**config.mk**
```make
export PLATFORM = sky130hd
export DESIGN_NAME = mem_sync_server_flat
export DESIGN_NICKNAME = d
export VERILOG_FILES = /design/src/rtl/mem_sync_server_pkg.sv /design/src/rtl/mem_sync_server_if.sv /design/src/rtl/mem_sync_rr_arb.sv /design/src/rtl/mem_sync_server.sv /design/src/flat_wrapper.sv
export SDC_FILE = /design/constraint.sdc
export NUM_CORES = 1
export LEC_CHECK = 0
export CAP_MARGIN = 30
export CORE_AREA = 2 2 279 281
export DETAILED_ROUTE_END_ITERATION = 8
export DIE_AREA = 0 0 281 283
export SETUP_SLACK_MARGIN = 0.4
export SYNTH_ARGS = -nofsm -noshare
export SYNTH_HDL_FRONTEND = slang
export SYNTH_SLANG_ARGS = --single-unit
```
**constraint.sdc**
```tcl
create_clock -name clk -period 7.1 [get_ports clk]
set_input_delay 0.71 -clock clk [delete_from_list [all_inputs] [get_ports clk]]
set_output_delay 0.71 -clock clk [all_outputs]
set_load 0.02 [all_outputs]
```
**src/rtl/mem_sync_server_pkg.sv**
```systemverilog
// mem_sync_pkg: shared widths, FSM state type and bank-index helper for the row-cache sync server
package mem_sync_pkg;
  localparam int BG_W = 2;
  localparam int BA_W = 2;
  localparam int CH_W = 5;
  localparam int ADDR_W = 17;
  localparam int BEAT_W = 3;
  localparam int ROWBEATS = 2**BEAT_W;
  typedef enum logic [1:0] {IDLE, WB, RD, DONE} state_e;
  function automatic int unsigned bank_idx(int unsigned bg, int unsigned ba, int unsigned baw);
    return (bg << baw) | ba;
  endfunction
endpackage

```
**src/rtl/mem_sync_server_if.sv**
```systemverilog
// mem_sync_server_if: bank-side sync requests plus the backing-store beat channel
interface mem_sync_server_if
  import mem_sync_pkg::*;
#(
  parameter int BGWIDTH = BG_W,
  parameter int BAWIDTH = BA_W,
  parameter int CHWIDTH = CH_W,
  parameter int ADDRWIDTH = ADDR_W,
  parameter int BEATW = BEAT_W
);
  localparam int BG = 2**BGWIDTH;
  localparam int BA = 2**BAWIDTH;
  localparam int BSAW = BGWIDTH + BAWIDTH + ADDRWIDTH + BEATW;
  localparam int CSAW = BGWIDTH + BAWIDTH + CHWIDTH + BEATW;
  logic [BG-1:0][BA-1:0] req, req_wb, ack;
  logic [ADDRWIDTH-1:0] req_row [BG-1:0][BA-1:0];
  logic [ADDRWIDTH-1:0] req_old_row [BG-1:0][BA-1:0];
  logic [CHWIDTH-1:0] req_crow [BG-1:0][BA-1:0];
  logic busy;
  logic [BGWIDTH-1:0] gnt_bg;
  logic [BAWIDTH-1:0] gnt_ba;
  logic bs_cmd_valid, bs_cmd_ready, bs_cmd_we, bs_rvalid, cs_we;
  logic [BSAW-1:0] bs_cmd_addr;
  logic [CSAW-1:0] cs_addr;
  modport master (
    input req, req_wb, req_row, req_old_row, req_crow, bs_cmd_ready, bs_rvalid,
    output ack, busy, gnt_bg, gnt_ba, bs_cmd_valid, bs_cmd_we, bs_cmd_addr, cs_addr, cs_we
  );
  modport slave (
    output req, req_wb, req_row, req_old_row, req_crow, bs_cmd_ready, bs_rvalid,
    input ack, busy, gnt_bg, gnt_ba, bs_cmd_valid, bs_cmd_we, bs_cmd_addr, cs_addr, cs_we
  );
endinterface

```
**src/rtl/mem_sync_rr_arb.sv**
```systemverilog
// mem_sync_rr_arb: N-wide round-robin pick of the first unmasked request at or after ptr_i
module mem_sync_rr_arb #(
  parameter int N = 16,
  parameter int W = $clog2(N)
) (
  input  logic [N-1:0] req_i,
  input  logic [N-1:0] mask_i,
  input  logic [W-1:0] ptr_i,
  output logic         valid_o,
  output logic [W-1:0] idx_o
);
  logic [W-1:0] j;
  // scan from the far end so the nearest index to ptr_i is the last write and wins
  always_comb begin
    valid_o = 1'b0;
    idx_o = ptr_i;
    j = '0;
    for (int k = N - 1; k >= 0; k--) begin
      j = ptr_i + W'(k);
      if (req_i[j] && !mask_i[j]) begin
        valid_o = 1'b1;
        idx_o = j;
      end
    end
  end
endmodule

```
**src/rtl/mem_sync_server.sv**
```systemverilog
// mem_sync_server: serves bank row-cache sync requests one at a time (write-back, then fill)
module mem_sync_server
  import mem_sync_pkg::*;
#(
  parameter int BGWIDTH = BG_W,
  parameter int BAWIDTH = BA_W,
  parameter int CHWIDTH = CH_W,
  parameter int ADDRWIDTH = ADDR_W,
  parameter int BEATW = BEAT_W
) (
  input logic clk,
  input logic reset_n,
  mem_sync_server_if.master bus
);
  localparam int IW = BGWIDTH + BAWIDTH;
  localparam int NB = 2**IW;
  localparam logic [BEATW:0] RB = {1'b1, {BEATW{1'b0}}};
  state_e state_q, state_d;
  logic [IW-1:0] gnt_q, gnt_d, rr_q, rr_d, arb_idx;
  logic [NB-1:0] mask_q, mask_d, req_flat, wb_flat;
  logic [ADDRWIDTH-1:0] row_q, row_d, old_q, old_d;
  logic [CHWIDTH-1:0] crow_q, crow_d;
  logic [BEATW:0] wcnt_q, wcnt_d, ccnt_q, ccnt_d, rcnt_q, rcnt_d;
  logic arb_v, fire;
  assign req_flat = bus.req;
  assign wb_flat = bus.req_wb;
  mem_sync_rr_arb #(.N(NB)) u_arb (
    .req_i(req_flat), .mask_i(mask_q), .ptr_i(rr_q), .valid_o(arb_v), .idx_o(arb_idx)
  );
  assign fire = bus.bs_cmd_valid && bus.bs_cmd_ready;
  assign bus.busy = state_q == WB || state_q == RD;
  assign bus.gnt_bg = gnt_q[IW-1:BAWIDTH];
  assign bus.gnt_ba = gnt_q[BAWIDTH-1:0];
  assign bus.bs_cmd_valid = state_q == WB || (state_q == RD && ccnt_q != RB);
  assign bus.bs_cmd_we = state_q == WB;
  assign bus.bs_cmd_addr = state_q == WB ? {gnt_q, old_q, wcnt_q[BEATW-1:0]} : {gnt_q, row_q, ccnt_q[BEATW-1:0]};
  assign bus.cs_we = state_q == RD && bus.bs_rvalid && rcnt_q != RB;
  assign bus.cs_addr = {gnt_q, crow_q, state_q == WB ? wcnt_q[BEATW-1:0] : rcnt_q[BEATW-1:0]};
  assign bus.ack = state_q == DONE ? NB'(1) << gnt_q : '0;
  always_comb begin
    state_d = state_q;
    gnt_d = gnt_q;
    rr_d = rr_q;
    mask_d = mask_q;
    row_d = row_q;
    old_d = old_q;
    crow_d = crow_q;
    wcnt_d = wcnt_q + {{BEATW{1'b0}}, state_q == WB && fire};
    ccnt_d = ccnt_q + {{BEATW{1'b0}}, state_q == RD && fire};
    rcnt_d = rcnt_q + {{BEATW{1'b0}}, bus.cs_we};
    case (state_q)
      IDLE: begin
        mask_d = '0;
        if (arb_v) begin
          gnt_d = arb_idx;
          row_d = bus.req_row[arb_idx[IW-1:BAWIDTH]][arb_idx[BAWIDTH-1:0]];
          old_d = bus.req_old_row[arb_idx[IW-1:BAWIDTH]][arb_idx[BAWIDTH-1:0]];
          crow_d = bus.req_crow[arb_idx[IW-1:BAWIDTH]][arb_idx[BAWIDTH-1:0]];
          state_d = wb_flat[arb_idx] ? WB : RD;
        end
      end
      WB: state_d = wcnt_d == RB ? RD : WB;
      RD: state_d = rcnt_d == RB ? DONE : RD;
      default: begin
        rr_d = gnt_q + 1'b1;
        mask_d = NB'(1) << gnt_q;
        wcnt_d = '0;
        ccnt_d = '0;
        rcnt_d = '0;
        state_d = IDLE;
      end
    endcase
  end
  always_ff @(posedge clk or negedge reset_n) begin
    if (!reset_n) begin
      state_q <= IDLE;
      gnt_q <= '0;
      rr_q <= '0;
      mask_q <= '0;
      row_q <= '0;
      old_q <= '0;
      crow_q <= '0;
      wcnt_q <= '0;
      ccnt_q <= '0;
      rcnt_q <= '0;
    end else begin
      state_q <= state_d;
      gnt_q <= gnt_d;
      rr_q <= rr_d;
      mask_q <= mask_d;
      row_q <= row_d;
      old_q <= old_d;
      crow_q <= crow_d;
      wcnt_q <= wcnt_d;
      ccnt_q <= ccnt_d;
      rcnt_q <= rcnt_d;
    end
  end
endmodule

```
**src/flat_wrapper.sv**
```systemverilog
// flat-port wrapper written by rule: the top's interface ports become plain ports
module mem_sync_server_flat import mem_sync_pkg::*;
#(
  parameter int BGWIDTH = BG_W,
  parameter int BAWIDTH = BA_W,
  parameter int CHWIDTH = CH_W,
  parameter int ADDRWIDTH = ADDR_W,
  parameter int BEATW = BEAT_W
)
  (clk, reset_n, bus_req, bus_req_wb, bus_req_row, bus_req_old_row, bus_req_crow, bus_bs_cmd_ready, bus_bs_rvalid, bus_ack, bus_busy, bus_gnt_bg, bus_gnt_ba, bus_bs_cmd_valid, bus_bs_cmd_we, bus_bs_cmd_addr, bus_cs_addr, bus_cs_we);
  mem_sync_server_if #(.BGWIDTH(BGWIDTH), .BAWIDTH(BAWIDTH), .CHWIDTH(CHWIDTH), .ADDRWIDTH(ADDRWIDTH), .BEATW(BEATW)) bus_i ();
  input logic clk;
  input logic reset_n;
  input wire logic [$bits(bus_i.req)-1:0] bus_req;
  input wire logic [$bits(bus_i.req_wb)-1:0] bus_req_wb;
  input wire logic [$bits(bus_i.req_row)-1:0] bus_req_row;
  input wire logic [$bits(bus_i.req_old_row)-1:0] bus_req_old_row;
  input wire logic [$bits(bus_i.req_crow)-1:0] bus_req_crow;
  input wire logic [$bits(bus_i.bs_cmd_ready)-1:0] bus_bs_cmd_ready;
  input wire logic [$bits(bus_i.bs_rvalid)-1:0] bus_bs_rvalid;
  output wire logic [$bits(bus_i.ack)-1:0] bus_ack;
  output wire logic [$bits(bus_i.busy)-1:0] bus_busy;
  output wire logic [$bits(bus_i.gnt_bg)-1:0] bus_gnt_bg;
  output wire logic [$bits(bus_i.gnt_ba)-1:0] bus_gnt_ba;
  output wire logic [$bits(bus_i.bs_cmd_valid)-1:0] bus_bs_cmd_valid;
  output wire logic [$bits(bus_i.bs_cmd_we)-1:0] bus_bs_cmd_we;
  output wire logic [$bits(bus_i.bs_cmd_addr)-1:0] bus_bs_cmd_addr;
  output wire logic [$bits(bus_i.cs_addr)-1:0] bus_cs_addr;
  output wire logic [$bits(bus_i.cs_we)-1:0] bus_cs_we;
  assign bus_i.req = bus_req;
  assign bus_i.req_wb = bus_req_wb;
  assign bus_i.req_row = {>>{bus_req_row}};
  assign bus_i.req_old_row = {>>{bus_req_old_row}};
  assign bus_i.req_crow = {>>{bus_req_crow}};
  assign bus_i.bs_cmd_ready = bus_bs_cmd_ready;
  assign bus_i.bs_rvalid = bus_bs_rvalid;
  assign bus_ack = bus_i.ack;
  assign bus_busy = bus_i.busy;
  assign bus_gnt_bg = bus_i.gnt_bg;
  assign bus_gnt_ba = bus_i.gnt_ba;
  assign bus_bs_cmd_valid = bus_i.bs_cmd_valid;
  assign bus_bs_cmd_we = bus_i.bs_cmd_we;
  assign bus_bs_cmd_addr = bus_i.bs_cmd_addr;
  assign bus_cs_addr = bus_i.cs_addr;
  assign bus_cs_we = bus_i.cs_we;
  mem_sync_server #(.BGWIDTH(BGWIDTH), .BAWIDTH(BAWIDTH), .CHWIDTH(CHWIDTH), .ADDRWIDTH(ADDRWIDTH), .BEATW(BEATW)) u_core (.clk(clk), .reset_n(reset_n), .bus(bus_i));
endmodule
```
==> reports/qor.yml, run 1 <==
finalHoldViolations: 0
synth_edf_count: 0
min_period_ns: 5.887
yosysUniqueCellTypes: 91
ys_warn_count: 0
yosysMostFrequentCell: "nand2_1"
drtAntennaViolNets: 0
finalSetupViolCount: 0
r2r_cells: 15
worstSetupEndpointType: "register"
yosys.area.top_type: "nand2_1"
r2r_end: "u_core.old_q[5]$_DFFE_PN0P_"
drv_slew: 0
cts_made_buffers: 9
synth-seq-cells: 77
path_buf_inv: 2
insertion_delay_ns: 0.39
syn_area_per_cell_um2: 6.902
skew_ns: 0.01688
status: "finished, final reports clean"
synthesis.nets: 2339
path_clk_slew_ns: 0.08
utilization: 0.2655
cp_slowest_stage_delay_ns: 0.70
num_vias: 15790
ys_top_cells_by_area: "nand2_1 18%, dfrtp_1 17%, mux2i_1 9.6%, nand3_1 6.5%, a32oi_1 5.2%"
hold_path_class: "primary input to async pin"
r2r_setup_slack_ns: 1.21
post-dp-hpwl_um: 70060
min_period_over_period: 0.8291
rows: 102
clock.fmax_mhz: 169.9
grt_first_pass_wirelength_um: 116100
ios: 720
synth_top_area_frac: 0.1752
io_buffers: 719
die_y_um: 283
synth_ff_type: "dfrtp_1"
cp_cell_sequence: "buf_4 -> ha_1 -> xor2_2 -> a2111oi_1 -> o41ai_1 -> a21boi_1 -> mux2i_1 -> a2111oi_0 -> nand3b_1 -> and2_4 -> nor2_4 -> buf_4 -> a32oi_1 -> a32oi_1 -> nand2_1"
place.gp.congestion: 0.9705
ctsResizeCount: 0
grt_util_all_layers: 0.2050
layoutNonFillerInstCount: 3358
place_inst: 3335
worstMarginPinSlew_ns: 0.8820
nets: 2991
syn_area_mm2: 0.01142
syn_inst: 1655
async_reset_ff_frac: 1.000
r2r-start: "u_core.rr_q[1]$_DFFE_PN0P_"
overflow: 0
drc: 0
grt_pass1_vias: 15600
die_area_mm2: 0.07952
drt_iter0_drc: 1251
drive_above_1_share: 0.07093
clockBufferDepth: 2
cpLargestDelayFamily: "compound AO/OA/AOI/OAI gates"
via_per_inst: 4.701
rsz0062_at_grt: "no"
synth-seq-area-share: 0.1687
clkSinkCount: 77
critPathLaunchType: "register"
worst-setup-path-type: "register to register"
setup_tns_ns: 0
path_max_fanout: 30
slowest_stage: "a21boi_1"
postCtsSetupRepairBufs: 0
cap_violations: 0
max-slew-margin-rel: 0.4120
area_growth_pct: 78.28
postRouteWirelength_um: 84870
h-tree-depth: 3
core_mm2: 0.07670
fp.dieW_um: 281
wl_per_cell_um: 25.27
cts.root.buffer_cell: "clkbuf_16"
first_pass_iters: 5
grt_max_degree: 80
antenna_found_initial: 25
synth_common_cells: "533 x nand2_1, 149 x nand3_1, 110 x mux2i_1, 77 x dfrtp_1, 69 x nor2_1"
required_ns: 7.36
cts_hold_buf: 0
initial_core_util: 0.1489
cts_tree: "built"
cp.arrival_ns: 6.15
==> flip-flops by register name (all words and copies together) (netlist names), 4 cells and up <==
register       flops
u_core.old_q      17
u_core.row_q      17
u_core.mask_q     16
u_core.crow_q      5
u_core.ccnt_q      4
u_core.gnt_q       4
u_core.rcnt_q      4
u_core.rr_q        4
u_core.wcnt_q      4
==> metrics by stage <==
| stage | cell area (um2) | setup WS, ns | hold slack, ns |
|---|---|---|---|
| 2_1_floorplan | 11420 | 2.393 | 0.4144 |
| 3_3_place_gp | 19970 | 1.047 | 0.4812 |
| 3_5_place_dp | 20000 | 1.135 | 0.4789 |
| 4_1_cts | 20320 | 1.166 | 0.3247 |
| 5_1_grt | 20360 | 0.7781 | 0.3332 |
| 6_report | 20360 | 1.213 | 0.3187 |
==> final cells by class <==
type                    count  area (um2)
flip-flops and latches     77        1927
multi-input cells        1413        8856
clock inverters             6       93.84
well taps                1040        1301
inverters                  19       71.32
fillers                  8445       56340
clock buffers              10       229.0
diodes                      6       15.01
repair buffers            787        7870
==> worst max-delay path by stage <==
stage,from,to,cells past startpoint
global placement,bus_req[13],u_core.row_q[16]$_DFFE_PN0P_,15
floorplan,u_core.rr_q[0]$_DFFE_PN0P_,u_core.state_q[1]$_DFFE_PN0P_,17
detailed placement,bus_req[13],u_core.row_q[16]$_DFFE_PN0P_,15
CTS,u_core.rr_q[1]$_DFFE_PN0P_,u_core.row_q[16]$_DFFE_PN0P_,16
global route,u_core.rr_q[1]$_DFFE_PN0P_,u_core.row_q[16]$_DFFE_PN0P_,16
finish,u_core.rr_q[1]$_DFFE_PN0P_,u_core.old_q[5]$_DFFE_PN0P_,15
==> cell usage in the layout (no fill, tap or decap), types with 9 or more instances in the layout <==
cell | netlist | layout
nand2b_1 | 21 | 19
inv_1 | 15 | 15
nand3_1 | 149 | 149
nor2_4 | 0 | 9
nor2b_1 | 20 | 20
buf_12 | 0 | 10
mux2i_1 | 110 | 110
xnor2_1 | 13 | 13
mux2_2 | 26 | 26
nand2_1 | 533 | 532
clkbuf_16 | 0 | 9
nand4_1 | 46 | 46
o31ai_1 | 17 | 17
ha_1 | 24 | 23
clkdlybuf4s50_1 | 0 | 718
o211ai_1 | 11 | 11
dfrtp_1 | 77 | 77
nor2_1 | 69 | 61
a22oi_1 | 37 | 37
buf_4 | 9 | 57
a21oi_1 | 13 | 13
a32oi_1 | 68 | 68
o21ai_0 | 23 | 23
mux4_2 | 16 | 16
a31oi_1 | 51 | 51
==> cell families (layout without fill, tap and decap cells) <==
| group | Yosys count | after routing | synth area share |
|---|---|---|---|
| and+or+nand+nor | 907 | 907 | 0.3585 |
| other | 0 | 6 | 0 |
| DFF | 77 | 77 | 0.1687 |
| muxes | 154 | 154 | 0.1561 |
| AOI/OAI and AO/OA | 305 | 305 | 0.2045 |
| buffers and inverters | 165 | 822 | 0.06561 |
| xor gates and xnor gates | 23 | 23 | 0.02027 |
| adders and majority gates | 24 | 24 | 0.02629 |
==> layer usage <==
metal,track usage,wire length (um),up-vias
met2,0.3577,42270,774
met3,0.03035,5422,108
met4,0.05762,1746,0
li1,-,-,7333
met5,0,0,-
met1,0.2596,35430,7572
==> worst register-to-register path, stage by stage (launching register included) <==
cell and delay, ns:
dfrtp_1 0.35, buf_4 0.32, ha_1 0.45, xor2_2 0.48, a2111oi_1 0.18, o41ai_1 0.44
a21boi_1 0.70, mux2i_1 0.17, a2111oi_0 0.56, nand3b_1 0.23, and2_4 0.34, nor2_4 0.32
buf_4 0.31, a32oi_1 0.30, a32oi_1 0.51, nand2_1 0.10
Power of run 1 is not shown: default switching activity piles up to over one toggle a cycle in this logic, so the estimate is an artifact.
==> run 2: changes to the inputs <==
- CORE_AREA: 2 2 279 281 -> 2 2 277 279
- DIE_AREA: 0 0 281 283 -> 0 0 279 281
- clock period: 7.1 -> 5.1 ns (I/O delays scaled with it)
==> run 2 against run 1 <==
Register-to-register slack worse by 0.71 ns. Utilization up 1.3 points. Sequential cell count did not move. Routed wire length shrank 0.42%. Via count increased by 0.91%. Final cell count down 0.63%. Non-clock buffer count grew 37. Worst hold slack worse by 0.23 ns. Design area increased by 3.1%. Worst setup slack worse by 0.71 ns. Die area decreased by 1.4%. Critical path depth is 2 higher.
==> reports/qor.yml, run 2 (synthesis results as in run 1) <==
rsz0062_at_grt: "yes"
core_mm2: 0.07544
drt_iter0_drc: 1429
postRouteWirelength_um: 84510
io_buffers: 719
h-tree-depth: 3
area_growth_pct: 83.73
die_y_um: 281
die_area_mm2: 0.07840
layoutNonFillerInstCount: 3337
finalSetupViolCount: 0
grt_util_all_layers: 0.2048
cts_made_buffers: 9
min_period_ns: 4.595
post-dp-hpwl_um: 69670
skew_ns: 0.01264
critPathLaunchType: "register"
layout_common_cells: "718 x clkdlybuf4s50_1, 532 x nand2_1, 149 x nand3_1, 106 x mux2i_1, 77 x buf_4"
worstMarginPinSlew_ns: 1.008
r2r_setup_slack_ns: 0.50
path_clk_slew_ns: 0.08
r2r-start: "u_core.rr_q[0]$_DFFE_PN0P_"
min_period_over_period: 0.9010
cp.arrival_ns: 4.91
place_inst: 3300
drive_above_1_share: 0.09868
required_ns: 5.42
overflow: 0
final_common_cell: "clkdlybuf4s50_1"
clockBufferDepth: 2
initial_core_util: 0.1514
fp.dieW_um: 279
cts_hold_buf: 0
first_pass_iters: 6
pre_cts_ws_ns: -0.1926
grt_pass1_vias: 15560
finalWorstSetupSlack_ns: 0.5049
place.gp.congestion: 0.9489
antenna_found_initial: 24
hold_path_class: "primary input to async pin"
drtAntennaViolNets: 0
r2r_end: "u_core.old_q[0]$_DFFE_PN0P_"
ios: 720
path_max_fanout: 29
grt_max_degree: 75
cts.root.buffer_cell: "clkbuf_16"
via_per_inst: 4.774
cap_violations: 0
status: "finished, final reports clean"
clkSinkCount: 77
drc: 0
wl_per_cell_um: 25.32
finalHoldViolations: 0
clock.fmax_mhz: 217.6
drv_slew: 0
startpoint: "u_core.rr_q[0]$_DFFE_PN0P_"
insertion_delay_ns: 0.39
nets: 3030
setup.worst_path.end: "u_core.old_q[0]$_DFFE_PN0P_"
worstSetupEndpointType: "register"
grt_first_pass_wirelength_um: 114700
worst-setup-path-type: "register to register"
top_regs: "u_core.old_q: 17 flops, u_core.row_q: 17 flops, u_core.mask_q: 16 flops"
rows: 101
max-slew-margin-rel: 0.3279
num_vias: 15930
cts_tree: "built"
r2r_cells: 17
## run 2: changes by cell type in the layout (fill, tap and decap cells not counted), sizes merged
cell | before | now
buf | 69 | 106
bufinv | 2 | 0
diode | 6 | 8
inv | 21 | 24
clkinvlp | 1 | 2
clkinv | 1 | 0
clkbuf | 10 | 9
nand2 | 534 | 536
## run 2: worst min-delay path by stage
stage | start | end | slack [ns]
final | reset_n | u_core.old_q[0]$_DFFE_PN0P_ | 0.09
after global routing | reset_n | u_core.old_q[0]$_DFFE_PN0P_ | 0.10
after CTS | reset_n | u_core.old_q[0]$_DFFE_PN0P_ | 0.08
after detailed placement | u_core.crow_q[2]$_DFFE_PN0P_ | u_core.crow_q[2]$_DFFE_PN0P_ | 0.48
after global placement | u_core.crow_q[2]$_DFFE_PN0P_ | u_core.crow_q[2]$_DFFE_PN0P_ | 0.48
after floorplan | reset_n | u_core.ccnt_q[0]$_DFF_PN0_ | 0.21
## run 2: worst max-delay path, cell delays in order (launching register included)
cell and delay (ns):
dfrtp_1 0.42, inv_2 0.07, ha_2 0.32, or3b_1 0.43, and4_1 0.21, or4_4 0.57, mux2i_4 0.18, buf_4 0.17
a21oi_1 0.06, o211ai_1 0.25, a22oi_2 0.15, xnor2_4 0.38, buf_4 0.29, nor2_4 0.09, buf_12 0.17, a22oi_1 0.19
nand4_1 0.35, nand2_1 0.15
## run 2: timing repair
item                       in CTS  in global routing
hold endpoints to repair        0                  0
gates resized for setup        17                 28
cloned                          1                  1
setup endpoints to repair      43                 41
pin swaps                       1                  7
setup buffers                   2                  9
## run 2: through the flow
stage	instance area, um2	util	setup TNS [ns]	hold slack (ns)
final	20990	0.2782	0	0.09123
after global routing	20990	0.2782	0	0.1010
after CTS	20680	0.2741	0	0.08227
after detailed placement	20260	0.2685	-0.2551	0.4840
after global placement	20210	0.2679	-0.2825	0.4813
after floorplan	11430	-	0	0.2144
## run 2: per-layer routing
| metal | vias up | track usage | part of all wire |
|---|---|---|---|
| li1 | 7428 | - | - |
| met1 | 7652 | 0.2627 | 0.42 |
| met2 | 758 | 0.3448 | 0.49 |
| met3 | 88 | 0.03949 | 0.070 |
| met4 | 4 | 0.06424 | 0.021 |
| met5 | - | 0 | 0.00027 |
## run 2: layout make-up
type                            instances  area, um2
Antenna cell                            8      20.02
Clock buffer                            9      225.2
Clock inverter                          7      63.81
Fill cell                            8153      54460
Inverter                               19      71.32
Multi-Input combinational cell       1415       9121
Sequential cell                        77       1928
Tap cell                              978       1224
Timing Repair Buffer                  824       8333
Power of run 2 is left out for the same reason.
